--- src/rtl/argmax_pkg.sv ---
// argmax_pkg: shared state encoding and layer-wide width defaults for the argmax stage.
package argmax_pkg;
    localparam int DATA_W_DEF = 32;
    localparam int NUM_CLASSES_DEF = 5;
    typedef enum logic [1:0] {IDLE, SCAN, DONE} state_t;
endpackage

--- src/rtl/argmax_cmp_step.sv ---
// argmax_cmp_step: one signed compare-and-select of a scanned element against the running best.
// ARGMAX_MARGIN_EN adds runner-up tracking.
module argmax_cmp_step
    import argmax_pkg::*;
#(
    parameter int DATA_W = DATA_W_DEF,
    parameter int IDX_W = 3
) (
    input  logic [DATA_W-1:0] elem,
    input  logic [IDX_W-1:0]  idx,
    input  logic [DATA_W-1:0] best,
    input  logic [IDX_W-1:0]  best_idx,
`ifdef ARGMAX_MARGIN_EN
    input  logic [DATA_W-1:0] second,
    output logic [DATA_W-1:0] second_nxt,
`endif
    output logic [DATA_W-1:0] best_nxt,
    output logic [IDX_W-1:0]  best_idx_nxt
);
    // Strictly greater only, so ties keep the lower index.
    logic gt;
    assign gt = $signed(elem) > $signed(best);
    assign best_nxt = gt ? elem : best;
    assign best_idx_nxt = gt ? idx : best_idx;
`ifdef ARGMAX_MARGIN_EN
    assign second_nxt = gt ? best : ($signed(elem) > $signed(second) ? elem : second);
`endif
endmodule

--- src/rtl/argmax_classifier.sv ---
// argmax_classifier: latches a layer output vector and scans it one class per cycle for the signed max.
// ARGMAX_MARGIN_EN adds out_margin/out_reject against margin_thresh.
module argmax_classifier
    import argmax_pkg::*;
#(
    parameter int NUM_CLASSES = NUM_CLASSES_DEF,
    parameter int DATA_W = DATA_W_DEF,
    parameter int IDX_W = $clog2(NUM_CLASSES)
) (
    input  logic                          clk,
    input  logic                          reset,
    input  logic [NUM_CLASSES*DATA_W-1:0] in_vec,
    input  logic                          in_valid,
    output logic                          in_ready,
    output logic [IDX_W-1:0]              out_class,
    output logic [DATA_W-1:0]             out_score,
    output logic                          out_valid,
    input  logic                          out_ready,
`ifdef ARGMAX_MARGIN_EN
    output logic [DATA_W-1:0]             out_margin,
    input  logic [DATA_W-1:0]             margin_thresh,
    output logic                          out_reject,
`endif
    output logic                          busy
);
    state_t state_q, state_d;
    logic [NUM_CLASSES*DATA_W-1:0] vec_q, vec_d;
    logic [IDX_W-1:0] idx_q, idx_d, best_idx_q, best_idx_d, out_class_q, out_class_d, step_idx;
    logic [DATA_W-1:0] best_q, best_d, out_score_q, out_score_d, step_best;
    logic [DATA_W-1:0] elems [NUM_CLASSES];
    always_comb begin
        for (int k = 0; k < NUM_CLASSES; k++) elems[k] = vec_q[k*DATA_W +: DATA_W];
    end
`ifdef ARGMAX_MARGIN_EN
    logic [DATA_W-1:0] second_q, second_d, margin_q, margin_d, step_second;
`endif
    argmax_cmp_step #(.DATA_W(DATA_W), .IDX_W(IDX_W)) u_step (
        .elem(elems[idx_q]),
        .idx(idx_q),
        .best(best_q),
        .best_idx(best_idx_q),
`ifdef ARGMAX_MARGIN_EN
        .second(second_q),
        .second_nxt(step_second),
`endif
        .best_nxt(step_best),
        .best_idx_nxt(step_idx)
    );
    always_comb begin
        state_d = state_q;
        vec_d = vec_q;
        idx_d = idx_q;
        best_d = best_q;
        best_idx_d = best_idx_q;
        out_class_d = out_class_q;
        out_score_d = out_score_q;
`ifdef ARGMAX_MARGIN_EN
        second_d = second_q;
        margin_d = margin_q;
`endif
        case (state_q)
            IDLE: if (in_valid) begin
                vec_d = in_vec;
                best_d = in_vec[DATA_W-1:0];
                best_idx_d = '0;
                idx_d = IDX_W'(1);
`ifdef ARGMAX_MARGIN_EN
                // Most negative value, so the first compared element always becomes runner-up.
                second_d = {1'b1, {(DATA_W-1){1'b0}}};
`endif
                state_d = SCAN;
            end
            SCAN: begin
                best_d = step_best;
                best_idx_d = step_idx;
                idx_d = idx_q + 1'b1;
`ifdef ARGMAX_MARGIN_EN
                second_d = step_second;
`endif
                if (idx_q == IDX_W'(NUM_CLASSES-1)) begin
                    state_d = DONE;
                    out_class_d = step_idx;
                    out_score_d = step_best;
`ifdef ARGMAX_MARGIN_EN
                    margin_d = step_best - step_second;
`endif
                end
            end
            DONE: if (out_ready) state_d = IDLE;
            default: state_d = IDLE;
        endcase
    end
    always_ff @(posedge clk or posedge reset) begin
        if (reset) begin
            state_q <= IDLE;
            vec_q <= '0;
            idx_q <= '0;
            best_q <= '0;
            best_idx_q <= '0;
            out_class_q <= '0;
            out_score_q <= '0;
`ifdef ARGMAX_MARGIN_EN
            second_q <= '0;
            margin_q <= '0;
`endif
        end else begin
            state_q <= state_d;
            vec_q <= vec_d;
            idx_q <= idx_d;
            best_q <= best_d;
            best_idx_q <= best_idx_d;
            out_class_q <= out_class_d;
            out_score_q <= out_score_d;
`ifdef ARGMAX_MARGIN_EN
            second_q <= second_d;
            margin_q <= margin_d;
`endif
        end
    end
    assign in_ready = state_q == IDLE;
    assign out_valid = state_q == DONE;
    assign busy = state_q != IDLE;
    assign out_class = out_class_q;
    assign out_score = out_score_q;
`ifdef ARGMAX_MARGIN_EN
    assign out_margin = margin_q;
    assign out_reject = out_valid && (margin_q < margin_thresh);
`endif
endmodule

--- config.mk ---
export PLATFORM = sky130hd
export DESIGN_NAME = argmax_classifier
export DESIGN_NICKNAME = d
export VERILOG_FILES = /design/src/rtl/argmax_pkg.sv /design/src/rtl/argmax_cmp_step.sv /design/src/rtl/argmax_classifier.sv
export SDC_FILE = /design/constraint.sdc
export NUM_CORES = 1
export LEC_CHECK = 0
export ABC_AREA = 1
export BUFFER_PORTS_ARGS = -buffer_cell sky130_fd_sc_hd__buf_2
export CORE_MARGIN = 1
export CORE_UTILIZATION = 51
export DETAILED_ROUTE_END_ITERATION = 8
export PLACE_DENSITY = 0.85
export SETUP_SLACK_MARGIN = 0.1
export SLEW_MARGIN = 15
export SYNTH_ARGS = -nofsm -noshare
export SYNTH_HDL_FRONTEND = slang
export SYNTH_HIERARCHICAL = 1
export SYNTH_SLANG_ARGS = --single-unit
--- constraint.sdc ---
create_clock -name clk -period 8 [get_ports clk]
set_input_delay 1.6 -clock clk [delete_from_list [all_inputs] [get_ports clk]]
set_output_delay 1.6 -clock clk [all_outputs]
set_load 0.01 [all_outputs]
# Yosys cells after proc, flatten, opt, wreduce, memory -nomap -nowiden
# Cells that the tools add are included.
[classes] n_bitwise=1 n_eq_ne=6 addsub=1 n_reduce_logical=7 mux=15 n_lt_le_gt_ge=2
[op_table] op="2-to-1 mux 32 bit" count=4
[op_table] op="binary-select mux 32 bit (select 3 bit)" count=1
[op_table] op="one-hot mux 32 bit (2 select lines)" count=1
[op_table] op="greater-than comparator 32 bit" count=1
[op_table] op="one-hot mux 3 bit (2 select lines)" count=2
[op_table] op="2-to-1 mux 3 bit" count=3
[op_table] op="2-to-1 mux 2 bit" count=3
[op_table] op="one-hot mux 2 bit (3 select lines)" count=1
[op_table] op="AND reduction 2 bit" count=3
[op_table] op="greater-or-equal comparator 4 bit (second input constant)" count=1
[op_table] op="!= test 2 bit (second input constant)" count=2
[op_table] op="inverter 3 -> 4 bit" count=1
[op_table] op="nonzero test 2 bit" count=2
[op_table] op="adder 3 x 1 -> 3 bit (second input constant)" count=1
[op_table] op="equality test 3 bit (second input constant)" count=1
[op_table] op="AND reduction 3 bit" count=1
[op_table] op="equality test 2 x 1 -> 1 bit (second input constant)" count=1
[op_table] op="equality test 2 bit (second input constant)" count=1
[op_table] op="zero test 2 bit" count=1
[op_table] op="!= test 2 x 1 -> 1 bit (second input constant)" count=1
[word_totals] reg_bits=235 output_inout_bits=38 inputBits=164

# Longest topological paths before layout
[depth] word_depth=7 ltp_mapped=27 mapped_depth_nobuf=24

# Cells and area by module
# Netlist, hierarchy kept.
[by_module_without_submodules] module="argmax_classifier" area_each_um2=10276.1 n_inst=1 cells_each=1316 seq_area_each_um2=5880.6
[by_module_without_submodules] module="argmax_cmp_step" area_each_um2=1432.6 n_inst=1 cells_each=260 seq_area_each_um2=0.0

# Worst setup path after synthesis
# Ideal clock, no wire load.
[synth_path] path_kind="register to register" start="reg idx_q[1]" end="reg best_q[10]" setup_ps=125 slack_ps=5206 path_buffers=3 arrival_time_ps=2670 stages_incl_launch_ff=20 cell_sequence="dfrtp_1 -> buf_2 -> inv_1 -> buf_1 -> nand3_1 -> nand3_1 -> nand2_1 -> ha_1 -> a21oi_1 -> o21a_1 -> nand2_1 -> a21oi_1 -> nand2_1 -> nand2_2 -> nand3_4 -> buf_4 -> nand2_1 -> nand2_1 -> nand2_1 -> nand3_1"
[synth_via] elab_chain_cells=7
[synth_rtl] item="start, declared" line="argmax_classifier.sv:28" rtl="logic [IDX_W-1:0] idx_q, idx_d, best_idx_q, best_idx_d, out_class_q, out_class_d, step_idx;"
[synth_rtl] item="start signal, assigned" line="argmax_classifier.sv:109" rtl="idx_q <= idx_d;"
[synth_rtl] item="inverter 3 -> 4 bit (implied by the code) *" line="argmax_classifier.sv:38" rtl=".elem(elems[idx_q]),"
[synth_rtl] item="binary-select mux 32 bit (select 3 bit) *" line="argmax_classifier.sv:38"
[synth_rtl] item="2-to-1 mux 32 bit (implied by the code) * (2 in series)" line="argmax_classifier.sv:38"
[synth_rtl] item="greater-than comparator 32 bit" line="argmax_cmp_step.sv:22" rtl="assign gt = $signed(elem) > $signed(best);"
[synth_rtl] item="2-to-1 mux 32 bit *" line="argmax_cmp_step.sv:23" rtl="assign best_nxt = gt ? elem : best;"
[synth_rtl] item="net step_best[10]" line="argmax_classifier.sv:29" rtl="logic [DATA_W-1:0] best_q, best_d, out_score_q, out_score_d, step_best;"
[synth_rtl] item="one-hot mux 32 bit (2 select lines) *" line="argmax_classifier.sv:61" rtl="case (state_q)"
[synth_rtl] item="end signal, assigned" line="argmax_classifier.sv:110" rtl="best_q <= best_d;"
[synth_rtl] item="end, declared" line="argmax_classifier.sv:29"
# Mark *: on every way through the listed nets, which the timed path passes. The rest lies on a longest branch. The select of a mux whose other input is x is not followed.
# A chain may end at the register's enable or synchronous reset.

# Worst setup path in the final report
[layout_path] start="reg idx_q[1]" end="reg out_score_q[14], in the netlist out_score[14]"
[layout_via] elab_chain_cells=6 word_cells_on_any_way=8 cone_classes="1 x order compare; 1 x eq/ne; 4 x mux; 1 x bitwise; 1 x reduce/logical"
[layout_rtl] item="inverter 3 -> 4 bit (implied by the code) *" line="argmax_classifier.sv:38"
[layout_rtl] item="binary-select mux 32 bit (select 3 bit) *" line="argmax_classifier.sv:38"
[layout_rtl] item="2-to-1 mux 32 bit (implied by the code) * (2 in series)" line="argmax_classifier.sv:38"
[layout_rtl] item="greater-than comparator 32 bit" line="argmax_cmp_step.sv:22"
[layout_rtl] item="2-to-1 mux 32 bit *" line="argmax_cmp_step.sv:23"
[layout_rtl] item="net step_best[14]" line="argmax_classifier.sv:29"
[layout_rtl] item="end signal, assigned" line="argmax_classifier.sv:113" rtl="out_score_q <= out_score_d;"
[layout_rtl] item="end, declared" line="argmax_classifier.sv:29"
# Marked as above.

==> results.sh <==
export IMPL_worst_setup_path_start_kind="register"
export IMPL_io_buffers=201
export IMPL_cts_sinks=235
export IMPL_vias=10800
export IMPL_h_tree_depth=1
export IMPL_rsz0062_at_grt="false"
export IMPL_gp_congestion=0.921
export IMPL_timing_critical_path_arrival_ns=5.54
export IMPL_postSynthCellCount=1576
export IMPL_regArea_sq_um=5880
export IMPL_fin_crit_sh_pct=63.8
export IMPL_vias_per_cell=5.29
export IMPL_ir_worst_vdd_v=0.000368
export IMPL_crit_chain="buf_4, inv_1, nand3_1, nand3_1, nand2_1, ha_1, nand2_1, nor2_1, nand2_1, nor2_1, nand4_2, nand3_4, nand2_1, nand2_1, inv_1, o21ai_1"
export IMPL_io_pins=202
export IMPL_hold_viol=0
export IMPL_outcome="completed"
export IMPL_cts_hold_buf=0
export IMPL_initial_core_util_pct=51.9
export IMPL_fin_area_sq_um=13600
export IMPL_drtAntennaViolNets=0
export IMPL_maxCapViolCount=0
export IMPL_hpwlAfterDp_microns=21200
export IMPL_slew_headroom_pct=19.2
export IMPL_fmax_mhz=196
export IMPL_cellPowerDensity_nw_per_um2=505
export IMPL_synth_top_area_cell="dfrtp_1"
export IMPL_die_height_microns=154
export IMPL_fin_skew_ns=0.00983
export IMPL_cts_root_buffer="clkbuf_16"
export IMPL_track_usage_pct=27.3
export IMPL_clk_latency_ns=0.52
export IMPL_ctsResizeCount=0
export IMPL_yosys_area_top_type_share_pct=50.2
export IMPL_ys_warn_count=6
export IMPL_syn_area_per_cell_sq_um=7.43
export IMPL_total_power_mw=6.87
export IMPL_gr_total_overflow=0
export IMPL_grt_start_max_net_pins=172
export IMPL_end_kind="register"
export IMPL_die_width_microns=154
export IMPL_ys_ff_latch=235
export IMPL_period_needed_ns=5.11
export IMPL_worstPathMaxFanout=37
export IMPL_cts_tree="yes"
export IMPL_power_leakage_nw=7.64
export IMPL_syn_area_sq_um=11700
export IMPL_synth_cell_types=28
export IMPL_nFillCells=2033
export IMPL_cp_slowest_cell="inv_1"
export IMPL_drtPass1Iterations=5
export IMPL_wire_per_inst_microns=15.6
export IMPL_path_clk_slew_ns=0.06
export IMPL_clock_path_buffers=3
export IMPL_tightestPinTransition_ns=1.21
export IMPL_drt_initial_drc_count=1133
export IMPL_synthToLayoutAreaGrowth_pct=16.1
export IMPL_hold_class="reg -> reg"
export IMPL_crit_top_cell="nand2_1"
export IMPL_syn_num_nets=1774
export IMPL_final_max_slew_viol_count=0
export IMPL_grt_pass1_vias=9924
export IMPL_grt_pass1_wl_microns=51700
export IMPL_core_region_area_sq_um=22600
export IMPL_placed_area_sq_um=12800
export IMPL_final_nets=1925
export IMPL_drc=0
export IMPL_setup_viol=0
export IMPL_multi_input_area_sq_um=5100
export IMPL_cp_slowest_stage_delay_ns=0.88
export IMPL_antenna_found_initial=1
export IMPL_critPathRequiredTime_ns=8.43
export IMPL_synth_area_top_cells="dfrtp_1 (50%), nand2_1 (28%), nand3_1 (5.5%)"
export IMPL_die_area_sq_um=23600
export IMPL_cts_made_buffers=25
export IMPL_critPathKind="reg -> reg"
export IMPL_drive_gt1_share_pct=15.3
export IMPL_routed_wl_microns=31800
export IMPL_synth_seq_area_share_pct=50.2
export IMPL_setup_tns_ns=0
export IMPL_rows=55
export IMPL_postCtsSetupBuffers=0
==> stage by stage <==
step	hold slack [ns]	std cells	setup slack (ns)	util, %
2_1_floorplan	0.449	1576	3.32	-
3_3_place_gp	0.462	1985	3.11	56.5
3_5_place_dp	0.465	1985	3.07	56.5
4_1_cts	0.481	2030	3.06	60.2
5_1_grt	0.494	2030	2.57	60.2
6_report	0.477	2031	2.89	60.2
==> cells in the final DEF, fill, tap and decap left out, types with 2 or more instances in the layout <==
cell type	instances
nand2_1	889
nor2_1	12
dfrtp_1	234
o21ai_0	6
clkinvlp_4	2
buf_2	201
nand4_1	37
clkbuf_1	4
ha_1	34
clkinv_2	7
inv_1	79
a21oi_1	14
buf_4	8
nand3_1	129
clkbuf_16	25
nand3_2	2
bufinv_16	3
clkbuf_8	5
inv_2	3
o21a_1	2
o21ai_1	35
==> registers in the layout (all words and copies together), names as in the netlist <==
register / flops
vec_q: 160
out_class: 3
idx_q: 3
out_score: 32
best_q: 32
best_idx_q: 3
state_q: 2
==> report_power, final <==
group / switching (mW) / internal, mW / leakage [nW]
clock network: 0.476 / 0.715 / 0.419
logic: 2.40 / 1.16 / 4.27
registers: 0.351 / 1.77 / 2.95
==> path summary, 6_finish.rpt <==
path                       slack [ns]             startpoint                        end  depth (start not counted)
min                              0.48  vec_q[75]$_DFFE_PP0P_      vec_q[75]$_DFFE_PP0P_                          2
max in group asynchronous        5.14                  reset       idx_q[0]$_DFFE_PP0P_                          4
min reg2reg                      0.48  vec_q[75]$_DFFE_PP0P_      vec_q[75]$_DFFE_PP0P_                          2
min in group asynchronous        1.34                  reset     best_q[27]$_DFFE_PP0P_                          3
max                              2.89   idx_q[1]$_DFFE_PP0P_  out_score[14]$_DFFE_PP0P_                         16
max reg2reg                      2.89   idx_q[1]$_DFFE_PP0P_  out_score[14]$_DFFE_PP0P_                         16
==> layer usage <==
metal	GRT usage (%)	vias up	part of all wire [%]
met4	8.52	0	2.6
met5	0	-	0
met2	38.5	482	42
met1	42.6	4988	47
li1	-	5225	-
met3	4.54	58	9.1
==> logic make-up (layout without fill, tap and decap cells) <==
group                    after synthesis  count (layout)  share of synthesized area (%)
adder cells (fa/ha/maj)               34              34                           3.63
buffers and inverters                170             339                           6.27
AO/OA/AOI/OAI                         60              60                           2.68
flip-flops                           235             235                           50.2
AND/OR/NAND/NOR                     1077            1077                           37.2
other                                  0               1                              0
==> critical path, delay by kind of cell, from the launching register on <==
kind            cells  cell delay, ns
compound gates      1            0.13
fa+ha+maj           1            0.38
buf+inv             3            1.20
flops               1            0.36
simple gates       11            2.93
==> layout make-up <==
| class | count | area share [%] |
|---|---|---|
| antenna | 1 | 0.0184 |
| multi-input combinational | 1171 | 37.5 |
| timing repair buffer | 210 | 7.99 |
| sequential | 235 | 43.3 |
| clock buffer | 34 | 5.22 |
| tap | 285 | 2.62 |
| inverter | 84 | 2.37 |
| clock inverter | 11 | 0.976 |
==> Yosys cell counts <==
cell	instances
nand2_1	889
inv_2	3
a21o_1	1
nand4_1	37
o21ai_2	1
nor3_1	1
dfrtp_1	235
nand3_1	129
buf_1	9
nor2_1	12
buf_4	12
nand3_4	1
inv_1	81
a21oi_1	14
nor2_4	1
o21ai_1	35
nand3_2	2
buf_2	35
ha_1	34
o21ai_0	6
nor3_2	1
o31ai_1	1
nor2_2	1
nand4_2	1
clkbuf_1	29
o21a_1	2
nand2_2	2
buf_6	1
Power figures use the tool's default switching activity.
